**config.mk**
```make
export PLATFORM = sky130hd
export DESIGN_NAME = multicycle_control_flat
export DESIGN_NICKNAME = d
export VERILOG_FILES = /design/src/rtl/multicycle_control_if.sv /design/src/rtl/multicycle_control.sv /design/src/flat_wrapper.sv
export SDC_FILE = /design/constraint.sdc
export NUM_CORES = 1
export LEC_CHECK = 0
export CELL_PAD_IN_SITES_DETAIL_PLACEMENT = 0
export CELL_PAD_IN_SITES_GLOBAL_PLACEMENT = 1
export CORE_MARGIN = 2
export CORE_UTILIZATION = 34
export CTS_BUF_LIST = sky130_fd_sc_hd__clkbuf_16
export DETAILED_ROUTE_END_ITERATION = 8
export GPL_TIMING_DRIVEN = 0
export PLACE_DENSITY = 0.81
export REMOVE_ABC_BUFFERS = 1
export SYNTH_ARGS = -nofsm -noshare
export SYNTH_HDL_FRONTEND = slang
export SYNTH_SLANG_ARGS = --single-unit
```
**constraint.sdc**
```tcl
create_clock -name clk -period 2.1 [get_ports clk]
set_input_delay 0.42 -clock clk [delete_from_list [all_inputs] [get_ports clk]]
set_output_delay 0.42 -clock clk [all_outputs]
set_load 0.02 [all_outputs]
```
**src/rtl/multicycle_control_if.sv**
```systemverilog
`default_nettype none
// ---------------------------------------------------------------------------
// multicycle_control_if : controller <-> datapath control bundle
// Revision: 1.0
// ---------------------------------------------------------------------------
interface multicycle_control_if;
    logic [6:0] OpCode;
    logic       Zero;
    logic       MemReady;
    logic       PCWrite;
    logic       PCSource;
    logic       IRWrite;
    logic       MemRead;
    logic       MemWrite;
    logic       IorD;
    logic       RegWrite;
    logic       MemToReg;
    logic       ALUSrcA;
    logic [1:0] ALUSrcB;
    logic [1:0] ALUOp;
    logic       InstrDone;
    logic       Trap;

    modport master (
        input  OpCode, Zero, MemReady,
        output PCWrite, PCSource, IRWrite, MemRead, MemWrite, IorD,
               RegWrite, MemToReg, ALUSrcA, ALUSrcB, ALUOp, InstrDone, Trap
    );

    modport slave (
        output OpCode, Zero, MemReady,
        input  PCWrite, PCSource, IRWrite, MemRead, MemWrite, IorD,
               RegWrite, MemToReg, ALUSrcA, ALUSrcB, ALUOp, InstrDone, Trap
    );
endinterface
`default_nettype wire

```
**src/rtl/multicycle_control.sv**
```systemverilog
`default_nettype none
// ---------------------------------------------------------------------------
// multicycle_control : multi-cycle RISC-V main control FSM with memory
// timeout and sticky trap. CONTROL_ITYPE_EN enables the I-type ALU path.
// Revision: 1.0
// ---------------------------------------------------------------------------
module multicycle_control #(
    parameter int MEM_WAIT_MAX = 15,
    parameter int CNT_W        = 4
) (
    input  logic                clk,
    input  logic                rst,
    multicycle_control_if.master bus
);
    localparam logic [3:0] S_FETCH   = 4'd0;
    localparam logic [3:0] S_DECODE  = 4'd1;
    localparam logic [3:0] S_EXEC_R  = 4'd2;
    localparam logic [3:0] S_EXEC_I  = 4'd3;
    localparam logic [3:0] S_ALU_WB  = 4'd4;
    localparam logic [3:0] S_MEMADDR = 4'd5;
    localparam logic [3:0] S_MEMRD   = 4'd6;
    localparam logic [3:0] S_MEM_WB  = 4'd7;
    localparam logic [3:0] S_MEMWR   = 4'd8;
    localparam logic [3:0] S_BRANCH  = 4'd9;
    localparam logic [3:0] S_TRAP    = 4'd10;

    localparam logic [6:0] OP_R  = 7'b0110011;
    localparam logic [6:0] OP_I  = 7'b0010011;
    localparam logic [6:0] OP_LD = 7'b0000011;
    localparam logic [6:0] OP_SD = 7'b0100011;
    localparam logic [6:0] OP_BR = 7'b1100011;

    localparam logic [CNT_W-1:0] WAIT_LIMIT = CNT_W'(MEM_WAIT_MAX);
    localparam logic [CNT_W-1:0] CNT_ONE    = CNT_W'(1);

    logic [3:0]       state;
    logic [3:0]       state_nxt;
    logic [CNT_W-1:0] wait_cnt;
    logic             mem_state;
    logic             timeout;

    assign mem_state = (state == S_FETCH) || (state == S_MEMRD) || (state == S_MEMWR);
    // Ready in the same cycle as the limit still completes the access.
    assign timeout   = (MEM_WAIT_MAX > 0) && mem_state && !bus.MemReady
                       && (wait_cnt == WAIT_LIMIT);

    always_ff @(posedge clk) begin
        if (rst) begin
            state    <= S_FETCH;
            wait_cnt <= '0;
        end else begin
            state <= state_nxt;
            if (state_nxt != state) begin
                wait_cnt <= '0;
            end else if (mem_state && !bus.MemReady) begin
                wait_cnt <= wait_cnt + CNT_ONE;
            end
        end
    end

    always_comb begin
        state_nxt = state;
        case (state)
            S_FETCH: begin
                if (bus.MemReady)  state_nxt = S_DECODE;
                else if (timeout)  state_nxt = S_TRAP;
            end
            S_DECODE: begin
                case (bus.OpCode)
                    OP_R:         state_nxt = S_EXEC_R;
                    OP_LD, OP_SD: state_nxt = S_MEMADDR;
                    OP_BR:        state_nxt = S_BRANCH;
`ifdef CONTROL_ITYPE_EN
                    OP_I:         state_nxt = S_EXEC_I;
`else
                    OP_I:         state_nxt = S_TRAP;
`endif
                    default:      state_nxt = S_TRAP;
                endcase
            end
            S_EXEC_R:  state_nxt = S_ALU_WB;
            S_EXEC_I:  state_nxt = S_ALU_WB;
            S_ALU_WB:  state_nxt = S_FETCH;
            S_MEMADDR: state_nxt = (bus.OpCode == OP_LD) ? S_MEMRD : S_MEMWR;
            S_MEMRD: begin
                if (bus.MemReady)  state_nxt = S_MEM_WB;
                else if (timeout)  state_nxt = S_TRAP;
            end
            S_MEM_WB:  state_nxt = S_FETCH;
            S_MEMWR: begin
                if (bus.MemReady)  state_nxt = S_FETCH;
                else if (timeout)  state_nxt = S_TRAP;
            end
            S_BRANCH:  state_nxt = S_FETCH;
            S_TRAP:    state_nxt = S_TRAP;
            default:   state_nxt = S_TRAP;
        endcase
    end

    // Outputs are held low while rst is asserted so an aborted instruction
    // never issues a late write.
    always_comb begin
        bus.PCWrite   = 1'b0;
        bus.PCSource  = 1'b0;
        bus.IRWrite   = 1'b0;
        bus.MemRead   = 1'b0;
        bus.MemWrite  = 1'b0;
        bus.IorD      = 1'b0;
        bus.RegWrite  = 1'b0;
        bus.MemToReg  = 1'b0;
        bus.ALUSrcA   = 1'b0;
        bus.ALUSrcB   = 2'b00;
        bus.ALUOp     = 2'b00;
        bus.InstrDone = 1'b0;
        bus.Trap      = 1'b0;
        if (!rst) begin
            case (state)
                S_FETCH: begin
                    bus.MemRead = 1'b1;
                    bus.ALUSrcB = 2'b01;
                    bus.IRWrite = bus.MemReady;
                    bus.PCWrite = bus.MemReady;
                end
                S_DECODE: bus.ALUSrcB = 2'b10;
                S_EXEC_R: begin
                    bus.ALUSrcA = 1'b1;
                    bus.ALUOp   = 2'b10;
                end
                S_EXEC_I: begin
                    bus.ALUSrcA = 1'b1;
                    bus.ALUSrcB = 2'b10;
                    bus.ALUOp   = 2'b11;
                end
                S_ALU_WB: begin
                    bus.RegWrite  = 1'b1;
                    bus.InstrDone = 1'b1;
                end
                S_MEMADDR: begin
                    bus.ALUSrcA = 1'b1;
                    bus.ALUSrcB = 2'b10;
                end
                S_MEMRD: begin
                    bus.MemRead = 1'b1;
                    bus.IorD    = 1'b1;
                end
                S_MEM_WB: begin
                    bus.RegWrite  = 1'b1;
                    bus.MemToReg  = 1'b1;
                    bus.InstrDone = 1'b1;
                end
                S_MEMWR: begin
                    bus.MemWrite  = 1'b1;
                    bus.IorD      = 1'b1;
                    bus.InstrDone = bus.MemReady;
                end
                S_BRANCH: begin
                    bus.ALUSrcA   = 1'b1;
                    bus.ALUOp     = 2'b01;
                    bus.PCSource  = 1'b1;
                    bus.PCWrite   = bus.Zero;
                    bus.InstrDone = 1'b1;
                end
                S_TRAP:  bus.Trap = 1'b1;
                default: bus.Trap = 1'b0;
            endcase
        end
    end
endmodule
`default_nettype wire
```
**src/flat_wrapper.sv**
```systemverilog
// flat-port wrapper written by rule: the top's interface ports become plain ports
module multicycle_control_flat 
#(
    parameter int MEM_WAIT_MAX = 15,
    parameter int CNT_W        = 4
)
  (clk, rst, bus_OpCode, bus_Zero, bus_MemReady, bus_PCWrite, bus_PCSource, bus_IRWrite, bus_MemRead, bus_MemWrite, bus_IorD, bus_RegWrite, bus_MemToReg, bus_ALUSrcA, bus_ALUSrcB, bus_ALUOp, bus_InstrDone, bus_Trap);
  multicycle_control_if bus_i ();
  input  logic clk;
  input  logic rst;
  input wire logic [$bits(bus_i.OpCode)-1:0] bus_OpCode;
  input wire logic [$bits(bus_i.Zero)-1:0] bus_Zero;
  input wire logic [$bits(bus_i.MemReady)-1:0] bus_MemReady;
  output wire logic [$bits(bus_i.PCWrite)-1:0] bus_PCWrite;
  output wire logic [$bits(bus_i.PCSource)-1:0] bus_PCSource;
  output wire logic [$bits(bus_i.IRWrite)-1:0] bus_IRWrite;
  output wire logic [$bits(bus_i.MemRead)-1:0] bus_MemRead;
  output wire logic [$bits(bus_i.MemWrite)-1:0] bus_MemWrite;
  output wire logic [$bits(bus_i.IorD)-1:0] bus_IorD;
  output wire logic [$bits(bus_i.RegWrite)-1:0] bus_RegWrite;
  output wire logic [$bits(bus_i.MemToReg)-1:0] bus_MemToReg;
  output wire logic [$bits(bus_i.ALUSrcA)-1:0] bus_ALUSrcA;
  output wire logic [$bits(bus_i.ALUSrcB)-1:0] bus_ALUSrcB;
  output wire logic [$bits(bus_i.ALUOp)-1:0] bus_ALUOp;
  output wire logic [$bits(bus_i.InstrDone)-1:0] bus_InstrDone;
  output wire logic [$bits(bus_i.Trap)-1:0] bus_Trap;
  assign bus_i.OpCode = bus_OpCode;
  assign bus_i.Zero = bus_Zero;
  assign bus_i.MemReady = bus_MemReady;
  assign bus_PCWrite = bus_i.PCWrite;
  assign bus_PCSource = bus_i.PCSource;
  assign bus_IRWrite = bus_i.IRWrite;
  assign bus_MemRead = bus_i.MemRead;
  assign bus_MemWrite = bus_i.MemWrite;
  assign bus_IorD = bus_i.IorD;
  assign bus_RegWrite = bus_i.RegWrite;
  assign bus_MemToReg = bus_i.MemToReg;
  assign bus_ALUSrcA = bus_i.ALUSrcA;
  assign bus_ALUSrcB = bus_i.ALUSrcB;
  assign bus_ALUOp = bus_i.ALUOp;
  assign bus_InstrDone = bus_i.InstrDone;
  assign bus_Trap = bus_i.Trap;
  multicycle_control #(.MEM_WAIT_MAX(MEM_WAIT_MAX), .CNT_W(CNT_W)) u_core (.clk(clk), .rst(rst), .bus(bus_i));
endmodule
```
==> metrics <==
most area-consuming cells after synthesis dfxtp_1, nor3_1, nor2_1; PnR Total Power 702 µW; post-synth top area cell dfxtp_1; CP required 1.68 ns; Mapped Avg Cell Area 7.68 µm²; Post-route DRC 0; CTS tree built; Num CTS Buffers 3; post-synthesis sequential area ratio 0.172; Seq cells post-synth 8; die width 56.3 µm; die area 3170 µm²; antenna cells 0; critical path's largest stage delay 0.40 ns; layout overhead on the synthesized area 34.2%; gp weighted congestion 0.738; total gr overflow 0; Switching Fraction 0.301; DP Worst Slack -0.700 ns; max-cap violations 0; Worst-Skew Late Latency 0.23 ns; final non-filler cell area 1250 µm²; Synth cell types 48; r2r startpoint u_core.state[1]; Core Area 2540 µm²; Post-synth top flop dfxtp_1; setup bufs post-CTS 0; outcome finished clean; post-synthesis cell area 930 µm²; Root Buffer clkbuf_16; Hold WC Path Type flip-flop to flip-flop; depth of the CTS H-tree 1; drt via density 5.57; Post-DRT Antenna Nets 0; clock skew 0.000469 ns; Crit Path Category flip-flop to primary output; Int Pwr 491 µW; Final setup viols 0; Global Route Usage Sum 0.156; Post-Syn Instances 121; max-slew violations 0; Min-Delay Startpoint u_core.wait_cnt[1]; commonest non-fill, non-tap cell in the layout nor2_1; WHS Path Cells 3; Cell Count Post-Placement 166; Routed WL 2.46 mm; critical-path cell list nand2b_2, o22ai_1, and2_1, dlygate4sd2_1; Initial Utilization 0.365; Die Y 56.3 µm; Sink Count 8; hpwl dp 1.73 mm; PortBufs 25; first-pass GRT wire length 4.00 mm; R2R depth 5; Site Rows 18; R2R setup slack 0.25 ns; vias 941; worst-path cell with the longest stage delay dfxtp_4; CP startpoint kind flip-flop; final worst slack 0.0969 ns; length of the first detailed-routing pass in iterations 4; Non-Filler Instances 169; Yosys top cell area share 0.172; largest net degree at the start of global routing 23; YS warnings 0; critical path peak fanout 19; most frequent cells in the layout nor2_1, nor3_1, dlygate4sd2_1; Flop pwr share 0.272; fmax 499 MHz; Slew HR 0.724; Slew @ Worst Pin 0.414 ns; Cell Area, Placed 1140 µm²; First DRT Iteration DRCs 36; number of global-route vias before repair 861; Setup crit end kind primary output; clock share of power 0.460; Leakage 0.000506 µW; Psw 211 µW; share of cells above drive strength 1 0.187; clk slew on worst S/H paths 0.04 ns; Top Ports 26; number of fill cells 259; nets@finish 153; Post-synth ARST share 0; RR Endpoint u_core.wait_cnt[1]; endpoints failing hold 0; PwrDens 563 nW/µm²; Hold Path End u_core.wait_cnt[1]; crit path DAT 1.58 ns; initial antenna violation count 0; final period utilization 0.954; minimum clock period 2.00 ns; EDFF count, synth 0; Comb power frac 0.269; Longest Clk Path Bufs 2; VDD IR-drop max 0.000578 V; Routed WL per cell 14.5 µm
==> power by group through the flow <==
stage          logic (µW)  registers (µW)  clock network [µW]
2_1_floorplan         121             184                   0
3_3_place_gp          189             193                   0
3_5_place_dp          191             194                   0
4_1_cts               185             191                 327
5_1_grt               204             195                 334
6_report              189             191                 323
==> timing repair <==
action                     CTS  global route
pin swaps                    0             3
setup endpoints to repair   19             7
hold buffers                 0             0
gates resized for setup     33             6
==> critical path, delay by kind of cell (launching register included) <==
| family | cells | cell delay [ns] |
|---|---|---|
| simple gates | 2 | 0.41 |
| flops | 1 | 0.40 |
| buf+inv | 1 | 0.33 |
| compound gates | 1 | 0.21 |
==> layout make-up <==
class / count / area [µm²] / share of cell area
Inverter: 5 / 18.8 / 0.0150
Tap cell: 30 / 37.5 / 0.0301
Timing Repair Buffer: 25 / 240 / 0.193
Clock buffer: 3 / 75.1 / 0.0602
Sequential cell: 8 / 175 / 0.140
Multi-Input combinational cell: 98 / 701 / 0.562
==> cells in the mapped netlist, types with 3 or more instances <==
cell type and instances:
dfxtp_1 8, inv_1 4, clkbuf_1 4, o21ai_0 6
xor2_1 3, nor4_1 7, buf_6 4, nor3_1 11
a21oi_1 10, nand2_1 5, nor2_1 14, nand2b_1 5
xnor2_1 3
==> per-stage QoR <==
stage,hold WS [ns],utilization,setup TNS (ns)
2_1_floorplan,0.489,-,0
3_3_place_gp,0.542,0.450,-7.70
3_5_place_dp,0.554,0.450,-8.09
4_1_cts,0.563,0.483,0
5_1_grt,0.590,0.490,-0.00156
6_report,0.566,0.490,0
==> sequential cells by signal, summed over array words and instances, names as in the netlist <==
register / count
u_core.state: 4
u_core.wait_cnt: 4
==> how the worst max path moves through the flow <==
stage	start	depth (start not counted)	to
finish	u_core.state[2]	4	bus_IorD
floorplan	u_core.state[3]	3	bus_PCWrite
global placement	rst	6	bus_PCWrite
global route	rst	6	bus_PCWrite
detailed placement	rst	6	bus_PCWrite
CTS	bus_OpCode[2]	6	u_core.wait_cnt[3]
==> cells by family (layout without fill, tap and decap cells) <==
kind of cell / count (synthesis) / count (layout) / synth area share
mux: 1 / 1 / 0.0121
fa+ha+maj: 1 / 1 / 0.0135
buf+inv: 15 / 33 / 0.0982
simple gates: 59 / 59 / 0.378
flops: 8 / 8 / 0.172
compound gates: 31 / 31 / 0.269
xor+xnor: 6 / 6 / 0.0565
==> layer usage <==
metal / vias to the layer above / part of all wire / global-route usage
li1: 477 / - / -
met1: 439 / 0.45 / 0.213
met2: 23 / 0.49 / 0.245
met3: 2 / 0.046 / 0.0438
met4: 0 / 0.0057 / 0.0306
met5: - / 0 / 0
Note: power is estimated with default switching activity, not from simulation.
